### config.mk
export PLATFORM = sky130hd
export DESIGN_NAME = stage_sequencer
export DESIGN_NICKNAME = d
export VERILOG_FILES = /design/src/rtl/stage_sequencer.sv
export SDC_FILE = /design/constraint.sdc
export NUM_CORES = 1
export LEC_CHECK = 0
export ABC_AREA = 0
export BUFFER_PORTS_ARGS = -buffer_cell sky130_fd_sc_hd__buf_2
export CAP_MARGIN = 0
export CORE_MARGIN = 2
export CORE_UTILIZATION = 52
export CTS_CLUSTER_DIAMETER = 200
export DETAILED_ROUTE_END_ITERATION = 6
export PLACE_DENSITY = 0.82
export RECOVER_POWER = 100
export SLEW_MARGIN = 20
export SYNTH_ARGS = -nofsm -noshare
export SYNTH_HDL_FRONTEND = slang
export SYNTH_SLANG_ARGS = --single-unit
### constraint.sdc
create_clock -name clk -period 2.5 [get_ports clk]
set_input_delay 0.625 -clock clk [delete_from_list [all_inputs] [get_ports clk]]
set_output_delay 0.625 -clock clk [all_outputs]
set_load 0.05 [all_outputs]
### src/rtl/stage_sequencer.sv
// stage_sequencer: multi-cycle IF/ID/EX/MEM/WB instruction sequencer with halt and retire count.
`ifndef STAGE_COUNT
`define STAGE_COUNT 3
`define STAGE_IF 3'd0
`define STAGE_ID 3'd1
`define STAGE_EX 3'd2
`define STAGE_MEM 3'd3
`define STAGE_WB 3'd4
`endif
`ifndef OPCODE_COUNT
`define OPCODE_COUNT 4
`define TYPE_ADD 4'd0
`define TYPE_RCALL 4'd8
`define TYPE_RET 4'd9
`endif

module stage_sequencer #(
  parameter int RETIRED_WIDTH = 16
) (
  input  logic                       clk,
  input  logic                       reset,
  input  logic [`OPCODE_COUNT-1:0]   opcode_type,
  input  logic                       mem_wait,
  input  logic                       halt_req,
  input  logic                       wake,
  output logic [`STAGE_COUNT-1:0]    pipeline_stage,
  output logic                       cycle_count,
  output logic                       fetch_en,
  output logic                       instr_done,
  output logic                       halted,
  output logic [RETIRED_WIDTH-1:0]   retired
);
  typedef enum logic [2:0] {S_IF, S_ID, S_EX, S_MEM0, S_MEM1, S_WB, S_HALT} state_t;
  state_t state, state_next;
  logic two_mem;
  assign two_mem = opcode_type == `TYPE_RCALL || opcode_type == `TYPE_RET;
  always_ff @(posedge clk) begin
    if (reset) begin
      state   <= S_IF;
      retired <= '0;
    end else begin
      state <= state_next;
      if (state == S_WB) retired <= retired + 1'b1;
    end
  end
  always_comb begin
    state_next = state;
    case (state)
      S_IF:   state_next = S_ID;
      S_ID:   state_next = S_EX;
      S_EX:   state_next = S_MEM0;
      S_MEM0: state_next = mem_wait ? S_MEM0 : two_mem ? S_MEM1 : S_WB;
      S_MEM1: state_next = mem_wait ? S_MEM1 : S_WB;
      S_WB:   state_next = halt_req ? S_HALT : S_IF;
      S_HALT: state_next = wake ? S_IF : S_HALT;
      default: state_next = S_IF;
    endcase
  end
  assign pipeline_stage = state == S_ID ? `STAGE_ID :
                          state == S_EX ? `STAGE_EX :
                          (state == S_MEM0 || state == S_MEM1) ? `STAGE_MEM :
                          state == S_WB ? `STAGE_WB : `STAGE_IF;
  assign cycle_count = state == S_MEM1;
  assign fetch_en    = state == S_IF;
  assign instr_done  = state == S_WB;
  assign halted      = state == S_HALT;
endmodule
# Word-level counts from Yosys, hierarchy flattened
# Cells that the tools add are included.
# op_classes
addsub	1
mul	0
n_div	0
n_lt_le_gt_ge	0
eq_ne	8
n_shift	0
mux	10
bitwise_logic	0
n_reduce_logical	3
# ops
op	count
$mux 3	7
$pmux 3 s7	1
$add 16x1->16 const B	1
$eq 3x3->1 const B	3
$eq 4x4->1 const B	2
$eq 3x2->1 const B	2
$eq 3x1->1 const B	1
$logic_not 3->1	1
$logic_or 1x1->1	2
$mux 1	2
# totals
regBits	19
latchBits	0
mem_bits_rw	0
rom_bits	0
input_bits	9
out_inout_bits	23
word_cells	24
n_memories	0

# Longest topological paths before layout
# Gate-level depths: netlist of the first run.
# depth
word_depth	5
ltp_mapped	6

# Least setup slack after synthesis of the first run
# OpenSTA, ideal clock, no wires.
# synth_timing
path_type	register to output
startpoint	register state[1]
endpoint	output port fetch_en
arrival_time_ns	1.627
t_required_ns	1.875
slack_ns	0.248
stages_incl_launch_ff	3
n_path_buf	1
path_cell_list	dfxtp_1 -> clkbuf_1 -> nor3_1
# synth_via
elab_chain_cells	1
# synth_lines
element	line	rtl
start: declaration	34	state_t state, state_next;
start signal: assignment	42	state <= state_next;
$logic_not 3->1	64	assign fetch_en = state == S_IF;
end: declaration	28	output logic fetch_en,
# No other way between the ends.

# Worst setup path after layout of the first run
# layout_timing
startpoint	register state[0]
endpoint	output port pipeline_stage[0]
# layout_via
elab_chain_cells	5
# layout_lines
element	line	rtl
$eq 3x2->1 or $eq 3x3->1 (tied branches)	61	(state == S_MEM0 || state == S_MEM1) ? `STAGE_MEM :
$logic_or 1x1->1	61	
$mux 3 (no source line) (2 in series)	-	
$mux 3 (no source line) (*)	-	
end: declaration	26	output logic [`STAGE_COUNT-1:0] pipeline_stage,
# Mark *: on every way between the ends. The rest lies on a longest branch, timed or not.

==> qor.csv, run 1 <==
metric,value,unit
outcome,"finished, final reports clean",
multi_input_area,513,µm²
crit_type,reg -> out,
synth_fa_ha_area_frac,0.0130,
grt_pass1_vias,685,
yosysUniqueCellTypes,31,
maxCapViolations,0,
start_util,0.559,
routed_wirelength,1.88,mm
finalCriticalPeriod,2230,ps
hold_path_class,reg -> reg,
drc,0,
slew_violations,0,
rsz0062_at_grt,false,
hpwlAfterDp,1.37,mm
die_h,47.1,µm
avgSynthCellArea,8.32,µm²
slew_headroom,0.596,
dp_cells,165,
crit_arrival,1610,ps
p_leak,0.397,nW
worstReg2RegStart,state[2]$_SDFF_PP0_,
io_buffers,30,
yosysSeqAreaShare,0.394,
endpoint_kind,output port,
gp_congestion,0.791,
synth_area,965,µm²
synth_warnings,0,
met1_usage,0.241,
crit_chain,inv_1 > o21ai_0 > clkbuf_1,
crit_buf_inv,2,
nets,155,
yosys.area_share.xor_xnor,0.0726,
ant_nets,0,
postLayoutSetupSlackWorst,267,ps
grt_pass1_wl,2.89,mm
setup_violations,0,
clkLatencyLatePin,290,ps
final_cell_mix,"clkbuf_1, dfxtp_1, nor2_1",
post-place-ws,571,ps
ir_drop,0.332,mV
cts_repair_resize_count,0,
max_stage_delay,510,ps
layout-drive-gt1-share,0.0833,
clk_pin_slew_worst_paths,100,ps
antenna_found_initial,0,
start_kind,flip-flop,
core_area,0.00173,mm²
skew,5.37,ps
ctsRootBufferMaster,clkbuf_4,
critPathTopFamily,buffers and inverters,
synth_top_family_by_area,simple AND/OR/NAND/NOR gates,
synth-simple-area-share,0.331,
synth-seq-cells,19,
yosys-mux-area-fraction,0.0454,
seqCellArea,380,µm²
core.rowCount,15,
finalHoldViolCount,0,
clockBufferDepth,2,
tightest_slew,609,ps
cellPowerDensity,499,mW/mm²
drtPass1Iterations,4,
fin_cells,169,
n_fill_cell,171,
final_common_cell,clkbuf_1,
fin_area,0.00110,mm²
io_pins,32,
antenna_cells,0,
globalRoute.busiestLayer,met2,
clock-sinks,19,
postCtsSetupRepairBufs,0,
routedWlPerCell,11.1,µm
viasPerCell,5.08,
fmax,448,MHz
gr-total-overflow,0,
cp_max_fo,10,
syn2layout_area_growth,13.6,%
cts_made_buffers,3,
synth_compound_area_frac,0.0895,
htreeDepth,1,
grt_use_total,0.186,
die_area,0.00222,mm²
timing.hold.ws,530,ps
crit_start,state[0]$_SDFF_PP0_,
cts_tree,done,
met3_usage,0.0346,
synth_fp_nets,126,
grt_max_degree,23,
die_w,47.1,µm
critical-path-slowest-cell,dfxtp_1,
cp.required,1880,ps
utilization,0.635,
synthCells,116,
total_power,0.547,mW
placed_cell_area,0.00112,mm²
vias,859,
fin_crit_sh,0.893,
ctsHoldBuffers,0,
fin_setup_tns,0,ps
initialDrtViolationCount,21,
grt.met2_usage,0.293,
min_from,retired[14]$_SDFFE_PP0N_,
-- worst min-delay path: stages (launching register included) --
cell	delay [ps]
dfxtp_1	350
o21ai_0	80
a21oi_1	60
-- state kept, by name (all words and copies together) (netlist names) --
signal,count
retired,16
state,3
-- per-layer routing --
layer,wire (µm),up-vias
li1,-,451
met1,875,387
met2,896,17
met3,80,4
met4,21,0
met5,0,-
-- final timing paths --
path                            depth (start not counted)                        to  slack (ps)
worst max-delay path                                    3         pipeline_stage[0]         270
worst min-delay path                                    2  retired[14]$_SDFFE_PP0N_         530
worst max register to register                          4  retired[15]$_SDFFE_PP0N_         380
worst min register to register                          2  retired[14]$_SDFFE_PP0N_         530
-- synthesized netlist by cell type --
cell,instances,share of area
nand2_1,6,0.023
buf_6,1,0.012
buf_1,2,0.0078
or3_1,4,0.026
xnor2_1,6,0.054
mux2_1,3,0.035
a21oi_1,8,0.042
nor2b_1,4,0.026
and3b_1,2,0.018
clkbuf_1,3,0.012
inv_1,6,0.023
dfxtp_1,19,0.39
nand3b_1,1,0.0078
nor2_1,17,0.066
xor2_1,2,0.018
and3_1,2,0.013
nor3_1,5,0.026
nor4_2,1,0.013
a311o_1,1,0.010
o22ai_1,1,0.0065
or4_4,1,0.012
nor4b_1,1,0.0091
nor3b_1,1,0.0078
ha_1,1,0.013
mux2i_1,1,0.010
nand4_1,2,0.013
o21ai_0,6,0.031
nand4b_4,1,0.025
nand2b_1,2,0.013
nand3_1,5,0.026
nor4_1,1,0.0065
-- kinds of logic after synthesis --
kind of cell | Yosys count
simple gates | 56
flops | 19
compound gates | 16
buf+inv | 12
mux | 4
fa+ha+maj | 1
xor+xnor | 8
-- power breakdown --
group	switching [mW]	internal, mW	total (mW)
sequential	0.0120	0.307	0.319
clock	0.0898	0.0621	0.152
combinational	0.0545	0.0213	0.0758
-- final cells by class --
class / count / share of cell area
well taps: 25 / 0.0285
flip-flops and latches: 19 / 0.347
clock buffers: 4 / 0.0240
multi-input cells: 85 / 0.468
inverters: 6 / 0.0205
repair buffers: 30 / 0.112
Power figures use the tool's default switching activity.
==> run 2, diff against run 1 <==
--- a/config.mk
+++ b/config.mk
@@ -8,11 +8,14 @@
 export ABC_AREA = 0
 export BUFFER_PORTS_ARGS = -buffer_cell sky130_fd_sc_hd__buf_2
 export CAP_MARGIN = 0
+export CELL_PAD_IN_SITES_DETAIL_PLACEMENT = 1
+export CELL_PAD_IN_SITES_GLOBAL_PLACEMENT = 2
 export CORE_MARGIN = 2
-export CORE_UTILIZATION = 52
+export CORE_UTILIZATION = 29
 export CTS_CLUSTER_DIAMETER = 200
+export CTS_CLUSTER_SIZE = 10
 export DETAILED_ROUTE_END_ITERATION = 6
-export PLACE_DENSITY = 0.82
+export PLACE_DENSITY_LB_ADDON = 0.1
 export RECOVER_POWER = 100
 export SLEW_MARGIN = 20
 export SYNTH_ARGS = -nofsm -noshare
==> run 2 against run 1 <==
  * Register-to-register slack barely moved
  * Sequential power barely moved
  * Critical endpoint is now pipeline_stage[1]
  * Routed wire length rose by 17%
  * Flip-flop and latch count did not move
==> qor.csv, run 2 (synthesis results as in run 1) <==
metric,value,unit,change
die_area,0.00380,mm²,was 0.00222 mm²
final_common_cell,clkbuf_1,,unchanged
p_int,0.389,mW,was 0.391 mW
slew_violations,0,,unchanged
grt_pass1_wl,3.80,mm,was 2.89 mm
utilization,0.364,,was 0.635
die_w,61.7,µm,was 47.1 µm
clk_pin_slew_worst_paths,100,ps,about the same
drtPass1Iterations,4,,unchanged
p_leak,0.408,nW,was 0.397 nW
ctsRootBufferMaster,clkbuf_4,,unchanged
p_sw,0.164,mW,was 0.156 mW
finalCriticalPeriod,2160,ps,was 2230 ps
gr-total-overflow,0,,unchanged
pwr-share-comb,0.140,,was 0.139
largest-register,retired,,unchanged
cts_made_buffers,3,,unchanged
cp_max_fo,10,,unchanged
crit_type,reg -> out,,unchanged
syn2layout_area_growth,17.1,%,was 13.6%
slew_headroom,0.602,,was 0.596
p_seq_frac,0.577,,was 0.584
clock-sinks,19,,unchanged
cellPowerDensity,489,mW/mm²,was 499 mW/mm²
rsz0062_at_grt,false,,unchanged
ir_drop,0.129,mV,was 0.332 mV
nets,156,,was 155
vias,913,,was 859
antenna_found_initial,0,,unchanged
largest_reg_flops,16,,unchanged
multi_input_area,513,µm²,unchanged
routed_wirelength,2.20,mm,was 1.88 mm
p_clk_frac,0.283,,was 0.278
cts_tree,done,,unchanged
reg.largest.list,"retired: 16 flops, state: 3 flops",,unchanged
seqCellArea,380,µm²,unchanged
grt_use_total,0.132,,was 0.186
crit_arrival,1530,ps,was 1610 ps
postCtsSetupRepairBufs,0,,unchanged
routedWlPerCell,11.6,µm,was 11.1 µm
finalHoldViolCount,0,,unchanged
start_util,0.311,,was 0.559
total_power,0.553,mW,was 0.547 mW
drc,0,,unchanged
gp_congestion,0.694,,was 0.791
tightest_slew,599,ps,was 609 ps
initialDrtViolationCount,24,,was 21
outcome,"finished, final reports clean",,unchanged
core.rowCount,20,,was 15
antenna_cells,0,,unchanged
ctsHoldBuffers,0,,unchanged
io_pins,32,,unchanged
fin_setup_tns,0,ps,unchanged
grt_max_degree,23,,unchanged
core_area,0.00310,mm²,was 0.00173 mm²
hold_path_class,reg -> reg,,unchanged
layout-drive-gt1-share,0.103,,was 0.0833
hpwlAfterDp,1.63,mm,was 1.37 mm
endpoint_kind,output port,,unchanged
fmax,464,MHz,was 448 MHz
timing.hold.ws,532,ps,was 530 ps
clkLatencyLatePin,300,ps,was 290 ps
maxCapViolations,0,,unchanged
start_kind,flip-flop,,unchanged
n_fill_cell,417,,was 171
final_cell_mix,"clkbuf_1, dfxtp_1, nor2_1",,unchanged
clockBufferDepth,2,,unchanged
grt_pass1_vias,884,,was 685
ant_nets,0,,unchanged
die_h,61.7,µm,was 47.1 µm
skew,13.5,ps,was 5.37 ps
setup_violations,0,,unchanged
cts_repair_resize_count,0,,unchanged
p_sw_frac,0.296,,was 0.286
io_buffers,30,,unchanged
fin_crit_sh,0.862,,was 0.893
cp.required,1880,ps,about the same
htreeDepth,1,,unchanged
viasPerCell,4.83,,was 5.08
[run 2: cell count changes in the layout (fill, tap and decap cells not counted), sizes merged]
cell / previous run / this run
buf: 8 / 9
clkbuf: 26 / 25
clkinv: 0 / 1
[run 2: path summary, 6_finish.rpt]
check                                 from                        to  slack, ps  cells past startpoint
setup / recovery       state[0]$_SDFF_PP0_         pipeline_stage[1]        340                      4
setup reg to reg       state[2]$_SDFF_PP0_  retired[14]$_SDFFE_PP0N_        390                      4
hold reg to reg   retired[14]$_SDFFE_PP0N_  retired[14]$_SDFFE_PP0N_        530                      2
hold / removal    retired[14]$_SDFFE_PP0N_  retired[14]$_SDFFE_PP0N_        530                      2
[run 2: per-layer routing]
| layer | GRT usage | routed length [µm] | up-vias |
|---|---|---|---|
| li1 | - | - | 456 |
| met4 | 0.0638 | 40 | 0 |
| met1 | 0.153 | 1030 | 434 |
| met5 | 0 | 0 | - |
| met3 | 0.0252 | 81 | 5 |
| met2 | 0.230 | 1050 | 18 |
[run 2: worst max-delay path: stages, from the launching register on]
cell and delay [ps]:
dfxtp_1 410, inv_1 160, nand3b_1 130, nand2_1 90, clkbuf_1 460
[run 2: cell type report]
type	count	area share
tap	44	0.0487
clock buffer	3	0.0199
clock inverter	1	0.00443
sequential	19	0.337
timing repair buffer	31	0.116
inverter	6	0.0199
multi-input combinational	85	0.454
[run 2: power by group through the flow]
stage               combinational [mW]  clock, mW  sequential, mW
CTS                             0.0811      0.167           0.321
detailed placement              0.0810          0           0.328
finish                          0.0773      0.156           0.319
global route                    0.0839      0.180           0.322
floorplan                       0.0728          0           0.318
global placement                0.0795          0           0.327
[run 2: through the flow]
stage          setup slack, ps  cell area (µm²)  cells
6_report                   344             1130    189
5_1_grt                    182             1130    189
4_1_cts                    363             1170    189
3_5_place_dp               555             1150    185
3_3_place_gp               608             1150    185
2_1_floorplan              248              965    116
==> run 3, diff against run 2 <==
--- a/config.mk
+++ b/config.mk
@@ -6,6 +6,7 @@
 export NUM_CORES = 1
 export LEC_CHECK = 0
 export ABC_AREA = 0
+export ABC_CLOCK_PERIOD_IN_PS = 2500
 export BUFFER_PORTS_ARGS = -buffer_cell sky130_fd_sc_hd__buf_2
 export CAP_MARGIN = 0
 export CELL_PAD_IN_SITES_DETAIL_PLACEMENT = 1
==> constraint.sdc (replaced) <==
create_clock -name clk -period 2.5 [get_ports clk]
set_input_delay 0.625 -clock clk [delete_from_list [all_inputs] [get_ports clk]]
set_output_delay 0.625 -clock clk [all_outputs]
set_load 0.005 [all_outputs]
==> run 3 against run 2 <==
  * Power fell by 5.3%
  * Clock skew barely moved
  * Flip-flop and latch count did not move
  * Critical path depth did not move
  * Highest routed layer unchanged
  * Cell count did not move
  * Largest power group unchanged
  * Non-clock buffer count did not move
  * Worst setup slack improved by 49 ps
==> qor.csv, run 3 (synthesis results as in run 1) <==
metric,value,unit,change
post-place-ws,555,ps,unchanged
fin_cells,189,,unchanged
initialDrtViolationCount,23,,was 24
outcome,"finished, final reports clean",,unchanged
routed_wirelength,2.19,mm,was 2.20 mm
reg.largest.list,"retired: 16 flops, state: 3 flops",,unchanged
crit_arrival,2330,ps,was 1530 ps
skew,13.5,ps,about the same
htreeDepth,1,,unchanged
seqCellArea,380,µm²,unchanged
die_w,61.7,µm,unchanged
largest_reg_flops,16,,unchanged
die_h,61.7,µm,unchanged
placed_cell_area,0.00115,mm²,unchanged
vias,916,,was 913
endpoint_kind,flip-flop,,was output port
fin_setup_tns,0,ps,unchanged
largest-register,retired,,unchanged
antenna_cells,0,,unchanged
drtPass1Iterations,4,,unchanged
cp.required,2730,ps,was 1880 ps
hpwlAfterDp,1.63,mm,unchanged
clock-sinks,19,,unchanged
gr-total-overflow,0,,unchanged
postCtsSetupRepairBufs,0,,unchanged
fin_area,0.00114,mm²,was 0.00113 mm²
io_buffers,30,,unchanged
grt_max_degree,23,,unchanged
setup_violations,0,,unchanged
ir_drop,0.127,mV,was 0.129 mV
ant_nets,0,,unchanged
ctsRootBufferMaster,clkbuf_4,,unchanged
syn2layout_area_growth,18.7,%,was 17.1%
tightest_slew,403,ps,was 599 ps
final_cell_mix,"buf_2, dfxtp_1, nor2_1",,"was clkbuf_1, dfxtp_1, nor2_1"
clkLatencyLatePin,300,ps,about the same
grt_pass1_vias,884,,unchanged
postLayoutSetupSlackWorst,394,ps,was 344 ps
io_pins,32,,unchanged
p_leak,0.460,nW,was 0.408 nW
slew_violations,0,,unchanged
slew_headroom,0.731,,was 0.602
ctsHoldBuffers,0,,unchanged
routedWlPerCell,11.6,µm,about the same
clk_pin_slew_worst_paths,100,ps,about the same
die_area,0.00380,mm²,unchanged
dp_cells,185,,unchanged
grt_use_total,0.132,,unchanged
core.rowCount,20,,unchanged
start_kind,flip-flop,,unchanged
viasPerCell,4.85,,was 4.83
cellPowerDensity,457,mW/mm²,was 489 mW/mm²
crit_type,reg -> reg,,was reg -> out
start_util,0.311,,unchanged
drc,0,,unchanged
antenna_found_initial,0,,unchanged
cts_tree,done,,unchanged
fin_crit_sh,0.843,,was 0.862
maxCapViolations,0,,unchanged
grt_pass1_wl,3.80,mm,unchanged
cts_repair_resize_count,0,,unchanged
multi_input_area,513,µm²,unchanged
final_common_cell,buf_2,,was clkbuf_1
nets,156,,unchanged
cts_made_buffers,3,,unchanged
gp_congestion,0.694,,unchanged
rsz0062_at_grt,false,,unchanged
hold_path_class,reg -> reg,,unchanged
cp_max_fo,12,,was 10
finalCriticalPeriod,2110,ps,was 2160 ps
finalHoldViolCount,0,,unchanged
clockBufferDepth,2,,unchanged
layout-drive-gt1-share,0.186,,was 0.103
fmax,475,MHz,was 464 MHz
n_fill_cell,411,,was 417
core_area,0.00310,mm²,unchanged
-- run 3: cell types whose count changed in the layout (fill, tap and decap cells not counted), sizes merged --
cell | before | now
buf | 9 | 21
clkbuf | 25 | 13
-- run 3: layout make-up --
type / count / share of cell area
clock inverter: 1 / 0.00437
clock buffer: 3 / 0.0197
inverter: 6 / 0.0197
tap: 44 / 0.0481
timing repair buffer: 31 / 0.128
multi-input combinational: 85 / 0.448
sequential: 19 / 0.332
-- run 3: per-stage QoR --
stage	power [mW]	utilization	hold WS [ps]
after global routing	0.556	0.369	591
final	0.523	0.369	531
after CTS	0.539	0.379	528
after detailed placement	0.378	0.370	513
after global placement	0.376	0.370	483
after floorplan	0.360	-	487
-- run 3: critical path, stage by stage, from the launching register on --
cell,delay (ps)
dfxtp_1,520
nand4b_1,360
or4_1,690
or3_1,340
a21oi_1,140
-- run 3: worst paths after layout --
path | from | end | slack [ps] | cells after the start
worst max register to register | state[2]$_SDFF_PP0_ | retired[14]$_SDFFE_PP0N_ | 390 | 4
worst min register to register | retired[14]$_SDFFE_PP0N_ | retired[14]$_SDFFE_PP0N_ | 530 | 2
worst min-delay path | retired[14]$_SDFFE_PP0N_ | retired[14]$_SDFFE_PP0N_ | 530 | 2
worst max-delay path | state[2]$_SDFF_PP0_ | retired[14]$_SDFFE_PP0N_ | 390 | 4
-- run 3: power breakdown --
group          internal (mW)  switching [mW]
sequential             0.307          0.0116
combinational         0.0229          0.0250
clock                 0.0596          0.0968
total                  0.390           0.133
-- run 3: routing by layer --
metal / wire length (µm) / global-route usage
met5: 0 / 0
met4: 40 / 0.0638
met1: 1030 / 0.153
met2: 1050 / 0.230
met3: 76 / 0.0252
